## config.mk

```make
export PLATFORM = sky130hd
export DESIGN_NAME = mmio_gpio_ctrl
export DESIGN_NICKNAME = d
export VERILOG_FILES = /design/src/rtl/mmio_gpio_ctrl.sv
export SDC_FILE = /design/constraint.sdc
export NUM_CORES = 1
export LEC_CHECK = 0
export BUFFER_PORTS_ARGS = -buffer_cell sky130_fd_sc_hd__buf_2
export CAP_MARGIN = 20
export CORE_MARGIN = 2
export CORE_UTILIZATION = 49
export DETAILED_ROUTE_END_ITERATION = 6
export PLACE_DENSITY = 0.82
export SYNTH_ARGS = -nofsm -noshare
export SYNTH_HDL_FRONTEND = slang
export SYNTH_SLANG_ARGS = --single-unit
```

## constraint.sdc

```tcl
create_clock -name clk -period 2.05 [get_ports clk]
set_clock_uncertainty 0.1 [all_clocks]
set_input_delay 0.3075 -clock clk [delete_from_list [all_inputs] [get_ports clk]]
set_output_delay 0.3075 -clock clk [all_outputs]
set_load 0.01 [all_outputs]
```

## src/rtl/mmio_gpio_ctrl.sv

```systemverilog
// MMIO GPIO: debounced capture/commit buttons, switch snapshot, staged LEDs; reads combinational, writes/pulses act on the next edge, no backpressure.
// Define MMIO_GPIO_BCD_DECODE_EN to make SW_DATA reads return each snapshot byte converted from packed BCD to binary.
module mmio_gpio_ctrl #(
  parameter int SW_W            = 16,
  parameter int LED_W           = 12,
  parameter int DEBOUNCE_CYCLES = 100000
) (
  input  logic             clk,
  input  logic             reset,
  input  logic             pread,
  input  logic             pwrite,
  input  logic [2:0]       addr,
  input  logic [31:0]      pwritedata,
  output logic [31:0]      preaddata,
  input  logic             btn_capture,
  input  logic             btn_commit,
  input  logic [SW_W-1:0]  sw,
  output logic [LED_W-1:0] led
);

  localparam int CNT_W = $clog2(DEBOUNCE_CYCLES);
  localparam logic [CNT_W-1:0] CNT_MAX = CNT_W'(DEBOUNCE_CYCLES - 1);

  localparam logic [2:0] ADDR_STATUS    = 3'd0;
  localparam logic [2:0] ADDR_LED_STAGE = 3'd1;
  localparam logic [2:0] ADDR_SW_DATA   = 3'd2;
  localparam logic [2:0] ADDR_LED_CUR   = 3'd3;

  // Button lane 0 = capture, lane 1 = commit.
  logic [1:0]       btn_raw;
  logic [1:0]       btn_s1;
  logic [1:0]       btn_s2;
  logic [1:0]       btn_stable;
  logic [1:0]       btn_stable_q;
  logic [1:0]       btn_armed;
  logic [1:0]       btn_pulse;
  logic [CNT_W-1:0] btn_cnt [2];

  logic [SW_W-1:0]  sw_s1;
  logic [SW_W-1:0]  sw_s2;
  logic [SW_W-1:0]  sw_snap;
  logic [SW_W-1:0]  sw_view;
  logic [LED_W-1:0] led_stage;

  logic out_done;
  logic in_valid;
  logic overrun;

  logic cap_pulse;
  logic commit_pulse;
  logic stage_wr;
  logic status_wr;
  logic sw_rd;
  logic wdata_unused;

  assign btn_raw = {btn_commit, btn_capture};

  // A lane only fires after it has seen a debounced release, so a button
  // held through reset must be let go and pressed again.
  always_ff @(posedge clk) begin
    if (reset) begin
      btn_s1       <= '0;
      btn_s2       <= '0;
      btn_stable   <= '0;
      btn_stable_q <= '0;
      btn_armed    <= '0;
      for (int i = 0; i < 2; i++) begin
        btn_cnt[i] <= '0;
      end
    end else begin
      btn_s1       <= btn_raw;
      btn_s2       <= btn_s1;
      btn_stable_q <= btn_stable;
      for (int i = 0; i < 2; i++) begin
        if (btn_s1[i] != btn_s2[i]) begin
          btn_cnt[i] <= '0;
        end else if (btn_cnt[i] == CNT_MAX) begin
          btn_stable[i] <= btn_s2[i];
          if (!btn_s2[i]) begin
            btn_armed[i] <= 1'b1;
          end
        end else begin
          btn_cnt[i] <= btn_cnt[i] + CNT_W'(1);
        end
      end
    end
  end

  assign btn_pulse    = btn_stable & ~btn_stable_q & btn_armed;
  assign cap_pulse    = btn_pulse[0];
  assign commit_pulse = btn_pulse[1];

  assign stage_wr  = pwrite && (addr == ADDR_LED_STAGE);
  assign status_wr = pwrite && (addr == ADDR_STATUS);
  assign sw_rd     = pread  && (addr == ADDR_SW_DATA);

  always_ff @(posedge clk) begin
    if (reset) begin
      sw_s1     <= '0;
      sw_s2     <= '0;
      sw_snap   <= '0;
      led_stage <= '0;
      led       <= '0;
      out_done  <= 1'b0;
      in_valid  <= 1'b0;
      overrun   <= 1'b0;
    end else begin
      sw_s1 <= sw;
      sw_s2 <= sw_s1;

      if (cap_pulse) begin
        sw_snap <= sw_s2;
      end

      if (stage_wr) begin
        led_stage <= pwritedata[LED_W-1:0];
      end

      // Commit always takes the pre-write stage value.
      if (commit_pulse) begin
        led <= led_stage;
      end

      if (stage_wr) begin
        out_done <= 1'b0;
      end else if (commit_pulse) begin
        out_done <= 1'b1;
      end else if (status_wr && pwritedata[0]) begin
        out_done <= 1'b0;
      end

      if (cap_pulse) begin
        in_valid <= 1'b1;
      end else if (sw_rd || (status_wr && pwritedata[1])) begin
        in_valid <= 1'b0;
      end

      if (cap_pulse && in_valid && !sw_rd) begin
        overrun <= 1'b1;
      end else if (status_wr && pwritedata[2]) begin
        overrun <= 1'b0;
      end
    end
  end

`ifdef MMIO_GPIO_BCD_DECODE_EN
  always_comb begin
    sw_view = sw_snap;
    for (int i = 0; i < SW_W / 8; i++) begin
      sw_view[i*8 +: 8] = ({4'd0, sw_snap[i*8+4 +: 4]} * 8'd10) + {4'd0, sw_snap[i*8 +: 4]};
    end
  end
`else
  assign sw_view = sw_snap;
`endif

  always_comb begin
    preaddata = '0;
    if (pread) begin
      case (addr)
        ADDR_STATUS:    preaddata[2:0]       = {overrun, in_valid, out_done};
        ADDR_LED_STAGE: preaddata[LED_W-1:0] = led_stage;
        ADDR_SW_DATA:   preaddata[SW_W-1:0]  = sw_view;
        ADDR_LED_CUR:   preaddata[LED_W-1:0] = led;
        default:        preaddata            = '0;
      endcase
    end
  end

  assign wdata_unused = ^pwritedata;

endmodule

```

[After elaboration in Yosys (flattened, before gate mapping)]
Memory sizes are Yosys's and may differ from the RTL's.
Cells that the tools add are included.
Word-level totals
  memories kept: 1
  register bits after elaboration: 85
  word-level logic and storage cells: 85
  output and inout port bits: 44
  bits in writable memories: 34
  input port bits: 57
Cells by class
  bitwise gates (word level): 11
  reduce and logical (&&, ||, !) cells: 19
  add/sub/neg operators: 2
  equality and inequality tests: 7
  muxes and demuxes: 30
Memories
  btn_cnt: depth 2, width 17, read ports 2, clocked after Yosys merged registers in 0, write ports 2, line 37  | logic [CNT_W-1:0] btn_cnt [2];
Operator list (number)
  $mux 17: 4
  $add 17x1->17 const B: 2
  $eq 17x17->1 const B: 2
  $pmux 9 s3: 1
  $mux 1: 22
  $mux 16: 1
  $pmux 3 s4: 1
  $logic_and 1x1->1: 8
  $eq 3x2->1 const B: 2
  $reduce_and 3->1: 2
  $reduce_bool 2->1: 3
  $and 2x2->2: 2
  $mux 4: 1
  $not 1->1: 4
  $or 1x1->1: 4
  $reduce_and 2->1: 2
  $eq 3x1->1 const B: 1
  $logic_not 3->1: 1
  $ne 1x1->1: 2
  $not 2->2: 1
  $reduce_or 2->1: 1
  $logic_not 1->1: 1
  $logic_or 1x1->1: 1

[Logic depth before layout (Yosys ltp)]
An unclocked memory read counts as a cell.
  depth after elaboration: 7
  gate-level depth with buffers: 7
  gate-level depth less buffers: 5

[Worst setup path before layout]
Ideal clock, no wire load.
  path kind: register to register
  from: memory btn_cnt[1][0] in the netlist's numbering
  to: memory btn_cnt[1][0] in the netlist's numbering, enable pin
  path buffers: 1
  data required time: 1525 ps
  period minus slack after synthesis: 2065 ps
  setup slack: -15 ps
  stages on the path, launching flop included: 6
  setup time: 425 ps
  arrival time: 1539 ps
  cell sequence: edfxtp_1 > ha_1 > clkbuf_1 > and4b_1 > and3_1 > nand3_1
RTL lines (line)
  start: declaration: 37

[Worst setup path after layout]
  from: register sw_snap[0]
  to: output preaddata[0]
Between the ends
  cells in the longest elaborated chain, start to end: 2
Ends and longest elaborated chain
  start: declaration: line 41  | logic [SW_W-1:0] sw_snap;
  start signal: assignment: line 112  | sw_snap <= sw_s2;
  $pmux 3 s4: line 160  | case (addr)
  $mux 16: line 159  | if (pread) begin
  end: declaration: line 14  | output logic [31:0] preaddata,
Every way passes these cells.

==> PnR_summary.wiki <==
{| class="wikitable"
! Metric !! Value
|-
| Clock-pin slew on the worst setup and hold paths || 0.06 ns
|-
| Final core utilization || 0.6378
|-
| Biggest area consumer among synthesized cells || sky130_fd_sc_hd__dfxtp_1
|-
| Transition time at the pin with the least slew margin || around 0.6 ns
|-
| Fin. Hold Viols || 0
|-
| Floorplan die area || between 10000 and 15000 sq um
|-
| Fin Setup TNS || 0 ns
|-
| Critical Setup Path Class || register to output port
|-
| TritonCTS buffer count || 17
|-
| Final WL || 11.79 mm
|-
| First-iteration detailed-routing DRC count || about 330
|-
| Library cell with the highest instance count after synthesis || sky130_fd_sc_hd__nand2_1
|-
| Setup-failing EPs final || 0
|-
| Commonest cells in the synthesized netlist || sky130_fd_sc_hd__nand2_1, sky130_fd_sc_hd__dfxtp_1, sky130_fd_sc_hd__nor2_1, sky130_fd_sc_hd__a21oi_1, sky130_fd_sc_hd__nor2b_1
|-
| Worst path arrival time || roughly 1.6 ns
|-
| Height of the chip || about 110 um
|-
| Pin count of the biggest net entering global routing || 86
|-
| Setup ws final || about 0.035 ns
|-
| Count of state elements after synthesis || about 120
|-
| Clock latency at the later pin of the worst-skew pair || between 0.5 and 0.6 ns
|-
| Cell types occupying the most area after synthesis || sky130_fd_sc_hd__dfxtp_1, sky130_fd_sc_hd__edfxtp_1, sky130_fd_sc_hd__nand2_1, sky130_fd_sc_hd__nor2b_1, sky130_fd_sc_hd__a21oi_1
|-
| Initial core utilization || 0.4977
|-
| Ant diodes || 0
|-
| Element type at the critical path start || register
|-
| Flip-flop cell with the highest count after synthesis || sky130_fd_sc_hd__dfxtp_1
|-
| Share of final-layout standard cells stronger than drive strength 1 || 0.2098
|-
| Leakage component of the power || around 2.5 nW
|-
| Slew Limit Fails || 0
|-
| Power density normalized to cell area || roughly 900 nW/um^2
|-
| Count of vias placed by the detailed router || around 4200
|-
| Sequential share of the synthesized area || 0.5372
|-
| Area overhead of the layout relative to synthesis || 28.17%
|-
| Total global-route track usage || 0.2198
|-
| Worst slew margin relative to its limit || 0.6054
|-
| Worst setup slack before clock tree synthesis || between 0.1 and 0.15 ns
|-
| Required time of the critical path || ~1.6 ns
|-
| Crit path launch || sw_snap[0]
|-
| Netlist area before placement || 5069 sq um
|-
| Share of the synthesized area in the top cell type || 0.3357
|-
| Number of antenna violations at the first check in global routing || 0
|-
| Hold path startpoint || reset
|-
| Buffer type at the clock tree root || sky130_fd_sc_hd__clkbuf_8
|-
| Total gr overflow || 0
|-
| Buffer depth of the longest clock path || 2
|-
| Warning count from the yosys run || 0
|-
| CP Max Fanout || 2
|-
| Pre-Repair DR Iteration Count || 6
|-
| Final worst path period need || approximately 2.0 ns
|-
| Final net count || between 700 and 800
|-
| Synthesized netlist cell count || ~540
|-
| Detail Placement HPWL || 7.106 mm
|-
| Classification of the worst-slack hold path || input pin to register
|-
| Number of primary I/O pins || slightly above 100
|-
| Status || finished clean
|-
| Maximum capacitance violations || 0
|-
| Final worst path period share || 0.9829
|-
| Vias in the first global route || between 4000 and 5000
|-
| Core area || 10180 sq um
|-
| TritonCTS clock tree || done
|-
| Max VDD drop || a little over 800 uV
|-
| Width of the chip || roughly 110 um
|-
| Number of nets still failing antenna checks after routing || 0
|-
| Routed WL per cell || ~15 um
|-
| Proportion of synthesized flip-flops having asynchronous set or reset || 0
|-
| First-pass GRT wire length || slightly below 20 mm
|-
| Launching point of the worst reg2reg path || btn_cnt[1][8]
|-
| H-tree Lvls || 4
|-
| EDFF count, synth || 34
|-
| Crit. End Element || output port
|-
| Rows || 37
|-
| Number of sinks handled by clock tree synthesis || roughly 120
|-
| # DRC || 0
|-
| Hold Worst Slack || 0.2038 ns
|-
| Synth cell types || 38
|-
| DR vias/cell || approximately 5.4
|-
| Routability congestion estimate from global placement || slightly below 0.9
|-
| Mean Syn Cell Area || 9.421 sq um
|-
| Maximum clock frequency || 496.3 MHz
|-
| Count of buffers inserted at the top-level ports || 64
|}
[registers in the layout, summed over array words and instances (netlist names), 12 cells and up]
| signal | flops |
|---|---|
| led_stage | 12 |
| btn_cnt | 34 |
| sw_s2 | 16 |
| sw_snap | 16 |
| led | 12 |
| sw_s1 | 16 |
[cells by family after synthesis]
| logic type | after synthesis | share of synthesized area |
|---|---|---|
| buf+inv | 52 | 0.05159 |
| other cells | 1 | 0.0007398 |
| flops | 119 | 0.5372 |
| simple gates | 260 | 0.2496 |
| xor+xnor | 29 | 0.05011 |
| compound gates | 61 | 0.06764 |
| mux | 12 | 0.03332 |
| fa+ha+maj | 4 | 0.009874 |
[worst max-delay path: stages (launching register included)]
cell and delay, ns:
sky130_fd_sc_hd__dfxtp_1 0.34, sky130_fd_sc_hd__mux4_2 0.45, sky130_fd_sc_hd__and2_1 0.17, sky130_fd_sc_hd__buf_2 0.13
[layer usage]
| layer | track usage | share of wire |
|---|---|---|
| met5 | 0 | 0 |
| met4 | 0.09962 | 0.020 |
| met3 | 0.06184 | 0.058 |
| met2 | 0.3562 | 0.50 |
| met1 | 0.2729 | 0.42 |
[what timing repair did]
item,in CTS,in global routing
resized for setup,2,10
hold buffers,30,0
buffers inserted,0,1
setup endpoints to repair,2,36
endpoints found under the hold margin,30,0
[cell usage in the layout (no fill, tap or decap), types with 7 or more instances in the layout]
master | netlist | layout
sky130_fd_sc_hd__dlygate4sd3_1 | 0 | 30
sky130_fd_sc_hd__dfxtp_1 | 85 | 81
sky130_fd_sc_hd__nand3_1 | 19 | 18
sky130_fd_sc_hd__conb_1 | 1 | 16
sky130_fd_sc_hd__buf_2 | 2 | 63
sky130_fd_sc_hd__clkbuf_16 | 0 | 16
sky130_fd_sc_hd__nor2_1 | 52 | 52
sky130_fd_sc_hd__nand2_1 | 93 | 93
sky130_fd_sc_hd__nor3_1 | 7 | 7
sky130_fd_sc_hd__xnor2_1 | 22 | 22
sky130_fd_sc_hd__xor2_1 | 7 | 7
sky130_fd_sc_hd__buf_4 | 17 | 12
sky130_fd_sc_hd__a22oi_1 | 9 | 9
sky130_fd_sc_hd__a21oi_1 | 45 | 45
sky130_fd_sc_hd__nor4_1 | 12 | 12
sky130_fd_sc_hd__edfxtp_1 | 34 | 34
sky130_fd_sc_hd__nor2b_1 | 38 | 38
sky130_fd_sc_hd__nand4_1 | 12 | 12
sky130_fd_sc_hd__and3_1 | 8 | 8
sky130_fd_sc_hd__mux2_2 | 9 | 9
sky130_fd_sc_hd__inv_1 | 11 | 11
[worst paths after layout]
kind,slack (ns),endpoint,cells after the start
min,0.20,btn_s2[1],3
max reg2reg,0.05,btn_stable[1],4
max,0.04,preaddata[0],3
min reg2reg,0.34,sw_s2[12],1
[layout make-up]
type,instances,area (sq um)
Clock buffer,17,414.1
Clock inverter,15,180.2
Fill cell,777,3689
Inverter,11,41.29
Multi-Input combinational cell,382,2186
Sequential cell,119,2728
Tap cell,136,170.2
Timing Repair Buffer,109,777.0
[power by group]
group          leakage, nW  switching (mW)  internal, mW
combinational         1.10           0.139         0.122
clock                0.295            1.25          1.69
sequential            1.11          0.0213          2.45
total                 2.51            1.41          4.27
[per-stage QoR]
| stage | cell area [sq um] | power, mW | cells |
|---|---|---|---|
| 2_1_floorplan | 5130 | 2.668 | 553 |
| 3_3_place_gp | 5543 | 2.722 | 726 |
| 3_5_place_dp | 5543 | 2.731 | 726 |
| 4_1_cts | 6440 | 5.708 | 788 |
| 5_1_grt | 6496 | 5.843 | 789 |
| 6_report | 6496 | 5.679 | 789 |
Note: power is estimated with default switching activity, not from simulation.
